`config.mk`:
```
export PLATFORM = sky130hd
export DESIGN_NAME = up_counter
export DESIGN_NICKNAME = d
export VERILOG_FILES = /design/src/rtl/up_counter.sv
export SDC_FILE = /design/constraint.sdc
export NUM_CORES = 1
export LEC_CHECK = 0
export ABC_AREA = 1
export CAP_MARGIN = 30
export CORE_MARGIN = 2
export CORE_UTILIZATION = 45
export CTS_CLUSTER_SIZE = 40
export DETAILED_ROUTE_END_ITERATION = 8
export PLACE_DENSITY = 0.73
export SETUP_SLACK_MARGIN = 0.5
export SYNTH_ARGS = -nofsm -noshare
export SYNTH_HDL_FRONTEND = slang
export SYNTH_SLANG_ARGS = --single-unit
```
`constraint.sdc`:
```
create_clock -name clk -period 1.9 [get_ports clk]
set_input_delay 0.38 -clock clk [delete_from_list [all_inputs] [get_ports clk]]
set_output_delay 0.38 -clock clk [all_outputs]
set_load 0.01 [all_outputs]
```
`src/rtl/up_counter.sv`:
```
// Programmable up counter with preload, limit, doubling and saturation.
// Flags limit arrival (tc), wrap-around and sticky overflow.
module up_counter #(
    parameter int WIDTH = 8
) (
    input  logic             clk,
    input  logic             rst,
    input  logic             load,
    input  logic [WIDTH-1:0] preload_count,
    input  logic [WIDTH-1:0] limit_in,
    input  logic             multiply_by_2,
    input  logic             enable,
    input  logic             wrap_en,
    input  logic             clear_overflow,
    output logic [WIDTH-1:0] count_out,
    output logic             at_limit,
    output logic             tc,
    output logic             wrap,
    output logic             overflow
);

    logic [WIDTH-1:0] count_q, count_d;
    logic [WIDTH-1:0] limit_q, limit_d;
    logic             ovf_q, ovf_d;
    logic             tc_q, tc_d;
    logic             wrap_q, wrap_d;
    logic             ovf_set;

    always_comb begin
        count_d = count_q;
        limit_d = limit_q;
        ovf_set = 1'b0;
        wrap_d  = 1'b0;
        if (load) begin
            limit_d = limit_in;
            if (preload_count <= limit_in) begin
                count_d = preload_count;
            end else begin
                count_d = limit_in;
                ovf_set = 1'b1;
            end
        end else if (multiply_by_2) begin
            // 2c > L exactly when c > floor(L/2)
            if (count_q <= (limit_q >> 1)) begin
                count_d = count_q << 1;
            end else begin
                count_d = limit_q;
                ovf_set = 1'b1;
            end
        end else if (enable) begin
            if (count_q != limit_q) begin
                count_d = count_q + 1'b1;
            end else if (wrap_en) begin
                count_d = '0;
                wrap_d  = 1'b1;
            end
        end
        ovf_d = ovf_set | (ovf_q & ~clear_overflow);
        tc_d  = (count_d == limit_d) && (count_q != limit_q);
    end

    always_ff @(posedge clk) begin
        if (rst) begin
            count_q <= '0;
            limit_q <= '1;
            ovf_q   <= 1'b0;
            tc_q    <= 1'b0;
            wrap_q  <= 1'b0;
        end else begin
            count_q <= count_d;
            limit_q <= limit_d;
            ovf_q   <= ovf_d;
            tc_q    <= tc_d;
            wrap_q  <= wrap_d;
        end
    end

    assign count_out = count_q;
    assign at_limit  = (count_q == limit_q);
    assign tc        = tc_q;
    assign wrap      = wrap_q;
    assign overflow  = ovf_q;

endmodule

```
==> results.yml, run 1 <==
final_layout:
  final_cells: 498
  regArea_um2: 405
  area_delta_synth_final_pct: 80.6
  nNetsFinal: 488
  fin_util_pct: 86.0
  drive_above_1_share_pct: 53.6
  fin_area_um2: 3490
  multi_input_area_um2: 1740
  n_antenna_cell: 0
  nFillCells: 203
cts:
  cts.sink_count: 19
  ctsHoldBuffers: 0
  cts-root-buf: "clkbuf_8"
  clockBufferDepth: 2
  insertion_delay_ps: 260
  cts_made_buffers: 3
  cts_tree: "built"
  ctsHtreeMaxLevel: 1
  clkSlewWorstSetupHoldPaths_ps: 80
synthesis:
  synth-async-reset-ratio_pct: 0
  synth_common_cells: "108 x nand2_1, 43 x inv_1, 41 x nand3_1"
  ys_ff_latch: 19
  syn_area_um2: 1930
  synth.area.top_cells: "nand2_1 21%, dfxtp_1 20%, nand3_1 11%"
  syn_nets: 363
  yosys.area.top_type: "nand2_1"
  dominantRegCellSynth: "dfxtp_1"
  synth_edf_count: 0
  synth_seq_area_share_pct: 19.7
  synth.top_cell.area_share_pct: 21.0
  yosysWarnings: 0
  yosysMostFrequentCell: "nand2_1"
  synth.avg_cell_area_um2: 5.96
  synth.distinct_cells: 32
  syn_inst: 324
hold_path:
  min_to: "overflow"
  hp-class: "flop to flop"
  min_path_cells: 2
  min_from: "overflow"
run_status:
  violations: "setup timing"
  status: "finished with violations"
grt:
  antenna_found_initial: 0
  use_met2_pct: 54.2
  busiest_layer: "met2"
  use_met3_pct: 2.18
  grt_pass1_vias: 2459
  grt_pass1_wl_um: 10900
  grt_max_degree: 15
  grt-ovfl-total: 0
  grtUsageMet1_pct: 31.7
  track_usage_pct: 28.1
place:
  dp_hpwl_um: 4660
  gp_congestion: 0.921
  place_inst: 467
  post_dp_cell_area_um2: 2880
  io_buffers: 34
pwr:
  p_leak_nw: 1.77
  combinationalPowerShare_pct: 57.4
  power.switching_w: 0.000713
  p_int_w: 0.00105
  ir_worst_vdd_mv: 0.340
  power_density_nw_per_um2: 505
  swShare_pct: 40.5
  pwr-share-seq_pct: 26.7
  p_clk_share_pct: 15.9
run:
  cap_violations: 0
die:
  initial_core_util_pct: 47.6
  die_h_um: 69.5
  die_x_um: 69.5
  core-area_um2: 4060
  dieArea_um2: 4830
  io_pins: 35
  rows: 23
setup_path:
  worstRegToRegCells: 17
  endpoint_kind: "flop"
  path_max_fanout: 5
  timing.critical_path.from: "limit_q[4]"
  timing.rr.start: "limit_q[4]"
  start_kind: "flop"
  rrSetupSlack_ps: -480
  r2r_end: "tc"
  required_ps: 2100
  arrival_ps: 2570
  critical_path_class: "flop to flop"
routing:
  drc: 0
  vias_per_cell: 5.66
  dr.first_iter.drc_count: 304
  wl_per_cell_um: 16.9
  antenna_left: 0
  drt-total-wl_um: 8400
  firstDrtPassIters: 8
  vias: 2819
sta:
  fin_ws_ps: -477
  skew_ps: 9.03
  hold_viol: 0
  fin_crit_sh_pct: 125
  maxSlewViolCount: 0
  relSlewSlack_pct: 73.0
  fin_crit_ps: 2380
  setup_tns_ps: -2660
  tightest_slew_ps: 401
  rsz0062_at_grt: "true"
  fin_hold_ws_ps: 502
  fmax_mhz: 421
  final-setup-viol-count: 11
==> power groups by stage <==
stage	clock (W)	sequential (W)	combinational, W
floorplan	0	0.000492	0.000367
global placement	0	0.000470	0.000698
detailed placement	0	0.000473	0.000714
CTS	0.000277	0.000467	0.000807
global route	0.000301	0.000472	0.00107
finish	0.000280	0.000470	0.00101
==> cell families after synthesis <==
kind of cell	count (synthesis)	share of synthesized area, %
DFF	19	19.7
adders and majority gates	16	10.4
AOI/OAI and AO/OA	40	11.5
and+or+nand+nor	188	43.7
xor gates and xnor gates	4	1.81
buffers and inverters	57	13.0
==> area by class of cell <==
class | instances | share of cell area [%]
clock buffers | 3 | 1.18
clock inverters | 1 | 0.143
inverters | 49 | 5.70
multi-input cells | 250 | 49.8
flip-flops and latches | 19 | 11.6
well taps | 50 | 1.79
repair buffers | 126 | 29.7
==> through the flow <==
stage	power (W)	worst slack, ps
4_1_cts	0.00155	-179
6_report	0.00176	-477
3_3_place_gp	0.00117	-681
5_1_grt	0.00185	-500
3_5_place_dp	0.00119	-747
2_1_floorplan	0.000859	-1.03
==> sequential cells by signal, summed over array words and instances, names as in the netlist <==
name       count
count_out      8
limit_q        8
overflow       1
tc             1
wrap           1
==> routing by layer <==
metal,routed length [µm],share of wire (%)
met1,2990,36
met2,4230,50
met3,697,8.3
met4,487,5.8
met5,0,0
==> worst max-delay path by stage <==
stage | end | slack (ps) | depth (start not counted)
floorplan | tc | -1 | 17
global placement | tc | -680 | 17
detailed placement | tc | -750 | 17
CTS | tc | -180 | 17
global route | tc | -500 | 20
finish | tc | -480 | 17
==> cells in the final DEF, fill, tap and decap left out, types with 5 or more instances in the layout <==
master | synthesis | layout
inv_1 | 43 | 26
inv_2 | 4 | 18
nand3_1 | 41 | 28
buf_4 | 1 | 74
clkdlybuf4s50_1 | 0 | 7
nand2_2 | 8 | 26
nand3_2 | 4 | 15
dfxtp_1 | 19 | 7
nor2_1 | 17 | 8
nand2_4 | 0 | 8
nor2_2 | 3 | 9
a21oi_1 | 15 | 9
buf_6 | 4 | 21
clkbuf_2 | 0 | 12
a21oi_2 | 0 | 6
o21ai_0 | 14 | 12
ha_1 | 16 | 5
dfxtp_2 | 0 | 8
nand2_1 | 108 | 83
ha_4 | 0 | 10
==> timing repair <==
action                                  4_1_cts  5_1_grt
pin swaps                                    31       43
gates resized for setup                     111       88
setup buffers                                14       11
endpoints found under the setup margin       22       18
cloned                                        2        0
==> critical path, stage by stage, from the launching register on <==
cell and delay [ps]:
dfxtp_1 360, inv_1 120, ha_1 340, a21oi_1 210, nand2_1 110, nand2_2 90
nand2_4 90, nand2_4 140, inv_4 60, nand2_2 70, nand3_2 60, nand2_2 90
nand2_2 70, nand3_1 140, nand2_2 90, nor2_2 100, nand2_1 60, nor2_2 90
Power figures use the tool's default switching activity.
==> run 2, diff against run 1 <==
- ABC_AREA: 1 -> default
- CORE_UTILIZATION: 45 -> 30
- PLACE_DENSITY: 0.73 -> default
==> results.yml, run 2 <==
grt:
  track_usage_pct: 20.0
  grtUsageMet1_pct: 24.7
  antenna_found_initial: 0
  grt_max_degree: 13
  busiest_layer: "met2"
  grt-ovfl-total: 0
  use_met3_pct: 1.97
  grt_pass1_vias: 2444
  use_met2_pct: 36.8
  grt_pass1_wl_um: 11700
final_layout:
  layout_common_cells: "85 x buf_4, 28 x buf_6, 19 x nand2_1"
  drive_above_1_share_pct: 59.1
  fin_area_um2: 3830
  nNetsFinal: 419
  final_common_cell: "buf_4"
  area_delta_synth_final_pct: 97.4
  n_antenna_cell: 0
  nFillCells: 527
sta:
  rsz0062_at_grt: "true"
  tightest_slew_ps: 380
  fin_crit_ps: 2710
  fin_ws_ps: -813
  relSlewSlack_pct: 74.7
  fmax_mhz: 369
  final-setup-viol-count: 11
  fin_hold_ws_ps: 500
  skew_ps: 5.03
  fin_crit_sh_pct: 143
  setup_tns_ps: -4300
  maxSlewViolCount: 0
  hold_viol: 0
place:
  gp_congestion: 0.868
  post_dp_cell_area_um2: 3010
  io_buffers: 34
  dp_hpwl_um: 5050
synthesis:
  synth_common_cells: "23 x inv_1, 20 x nand2_1, 19 x dfxtp_1"
  syn_area_um2: 1940
  synth_seq_area_share_pct: 19.6
  synth_fa_ha_area_share_pct: 10.3
  ys_ff_latch: 19
  synth_xor_area_share_pct: 6.32
  synth-async-reset-ratio_pct: 0
  synth_top_family_by_area: "compound AO/OA/AOI/OAI gates"
  synth_edf_count: 0
  synth_compound_area_share_pct: 29.6
  synth_mux_area_share_pct: 6.19
  yosysMostFrequentCell: "inv_1"
  synth-simple-area-share_pct: 19.0
  synth.top_cell.area_share_pct: 19.6
  syn_inst: 236
  synth.area.top_cells: "dfxtp_1 20%, ha_1 10%, mux2i_1 6.2%"
  synth.distinct_cells: 59
  synth.avg_cell_area_um2: 8.22
  syn_nets: 275
  yosys.area.top_type: "dfxtp_1"
  dominantRegCellSynth: "dfxtp_1"
  yosysWarnings: 0
cts:
  cts-root-buf: "clkbuf_8"
  cts.sink_count: 19
  ctsHtreeMaxLevel: 1
  clkSlewWorstSetupHoldPaths_ps: 80
  cts_tree: "built"
  insertion_delay_ps: 260
  cts_made_buffers: 3
  clockBufferDepth: 2
setup_path:
  path_max_fanout: 5
  start_kind: "flop"
  required_ps: 2070
  arrival_ps: 2880
  critical_path_class: "flop to flop"
  endpoint_kind: "flop"
die:
  rows: 29
  dieArea_um2: 7130
  core-area_um2: 6310
  die_x_um: 84.4
  initial_core_util_pct: 30.7
  io_pins: 35
  die_h_um: 84.4
pwr:
  swShare_pct: 36.7
  power_density_nw_per_um2: 484
  power.switching_w: 0.000681
  combinationalPowerShare_pct: 59.3
  pwr-share-seq_pct: 25.2
  p_leak_nw: 1.70
  p_int_w: 0.00117
  ir_worst_vdd_mv: 0.272
  p_clk_share_pct: 15.5
run_status:
  status: "finished with violations"
  violations: "setup timing"
run:
  cap_violations: 0
routing:
  wl_per_cell_um: 16.7
  dr.first_iter.drc_count: 95
  vias: 2412
  drc: 0
  drt-total-wl_um: 7610
  vias_per_cell: 5.29
  firstDrtPassIters: 4
  antenna_left: 0
hold_path:
  hp-class: "flop to flop"
run 2: cell types whose count changed in the layout (fill, tap and decap cells not counted), sizes merged, moves of 4 or more:
cell | before | now
nand2 | 118 | 20
nand3 | 45 | 5
inv | 48 | 24
buf | 100 | 122
mux2i | 0 | 12
clkbuf | 15 | 5
o21ai | 19 | 9
xnor2 | 3 | 13
a211oi | 0 | 9
dlygate4sd2 | 4 | 13
a211o | 0 | 4
nand4 | 2 | 6
nor3 | 2 | 6
run 2: metrics by stage:
| stage | worst slack (ps) | util, % | instances | power [W] |
|---|---|---|---|---|
| 3_3_place_gp | -1140 | 47.7 | 419 | 0.00125 |
| 2_1_floorplan | -534 | - | 236 | 0.000910 |
| 6_report | -813 | 60.7 | 456 | 0.00186 |
| 5_1_grt | -911 | 60.7 | 456 | 0.00196 |
| 4_1_cts | -854 | 56.8 | 447 | 0.00172 |
| 3_5_place_dp | -1210 | 47.7 | 419 | 0.00126 |
run 2: kinds of logic after synthesis:
kind of cell,after synthesis
AOI/OAI and AO/OA,72
buffers and inverters,34
muxes,12
adders and majority gates,16
and+or+nand+nor,69
xor gates and xnor gates,14
DFF,19
run 2: repair_timing:
item                       CTS  global route
hold buffers                 0             0
resized for setup          138            43
buffers inserted            23             9
pin swaps                   33            26
gates cloned                 1             0
setup endpoints to repair   27            21
run 2: power by group through the flow:
stage / sequential [W] / combinational, W / clock [W]
after global placement: 0.000465 / 0.000782 / 0
after detailed placement: 0.000467 / 0.000790 / 0
after floorplan: 0.000493 / 0.000416 / 0
after global routing: 0.000471 / 0.00118 / 0.000312
after CTS: 0.000462 / 0.000974 / 0.000286
final: 0.000467 / 0.00110 / 0.000287
run 2: path summary, 6_finish.rpt:
check,from,to,slack [ps],cells past startpoint
max,count_out[1],tc,-810,12
min reg2reg,overflow,overflow,500,2
min,overflow,overflow,500,2
max reg2reg,count_out[1],tc,-810,12
run 2: cell type report:
type,instances,area [µm²],share of cell area [%]
repair buffers,148,1290,33.8
multi-input cells,183,1870,48.9
clock buffers,3,41.3,1.08
flip-flops and latches,19,410,10.7
inverters,25,109,2.84
well taps,77,96.3,2.51
clock inverters,1,5.00,0.131
run 2: layer usage:
layer,share of wire (%),up-vias
met5,0,-
met4,2.2,0
met3,4.1,18
met2,52,79
met1,41,1145
li1,-,1170
run 2: worst max-delay path, cell delays in order (launching register included):
cell      delay [ps]
dfxtp_4          360
ha_4             240
nor2b_4          120
o211ai_1         320
a211oi_4         150
buf_6            150
buf_4            130
o211a_1          210
a41oi_2          230
o31ai_4          140
xnor2_1          200
o211ai_1         120
nor4_2           260
==> run 3, diff against run 2 <==
- SLEW_MARGIN: default -> 10
==> results of run 3 <==
Same layout as run 2: the final DEF is identical, and so are final timing and power.
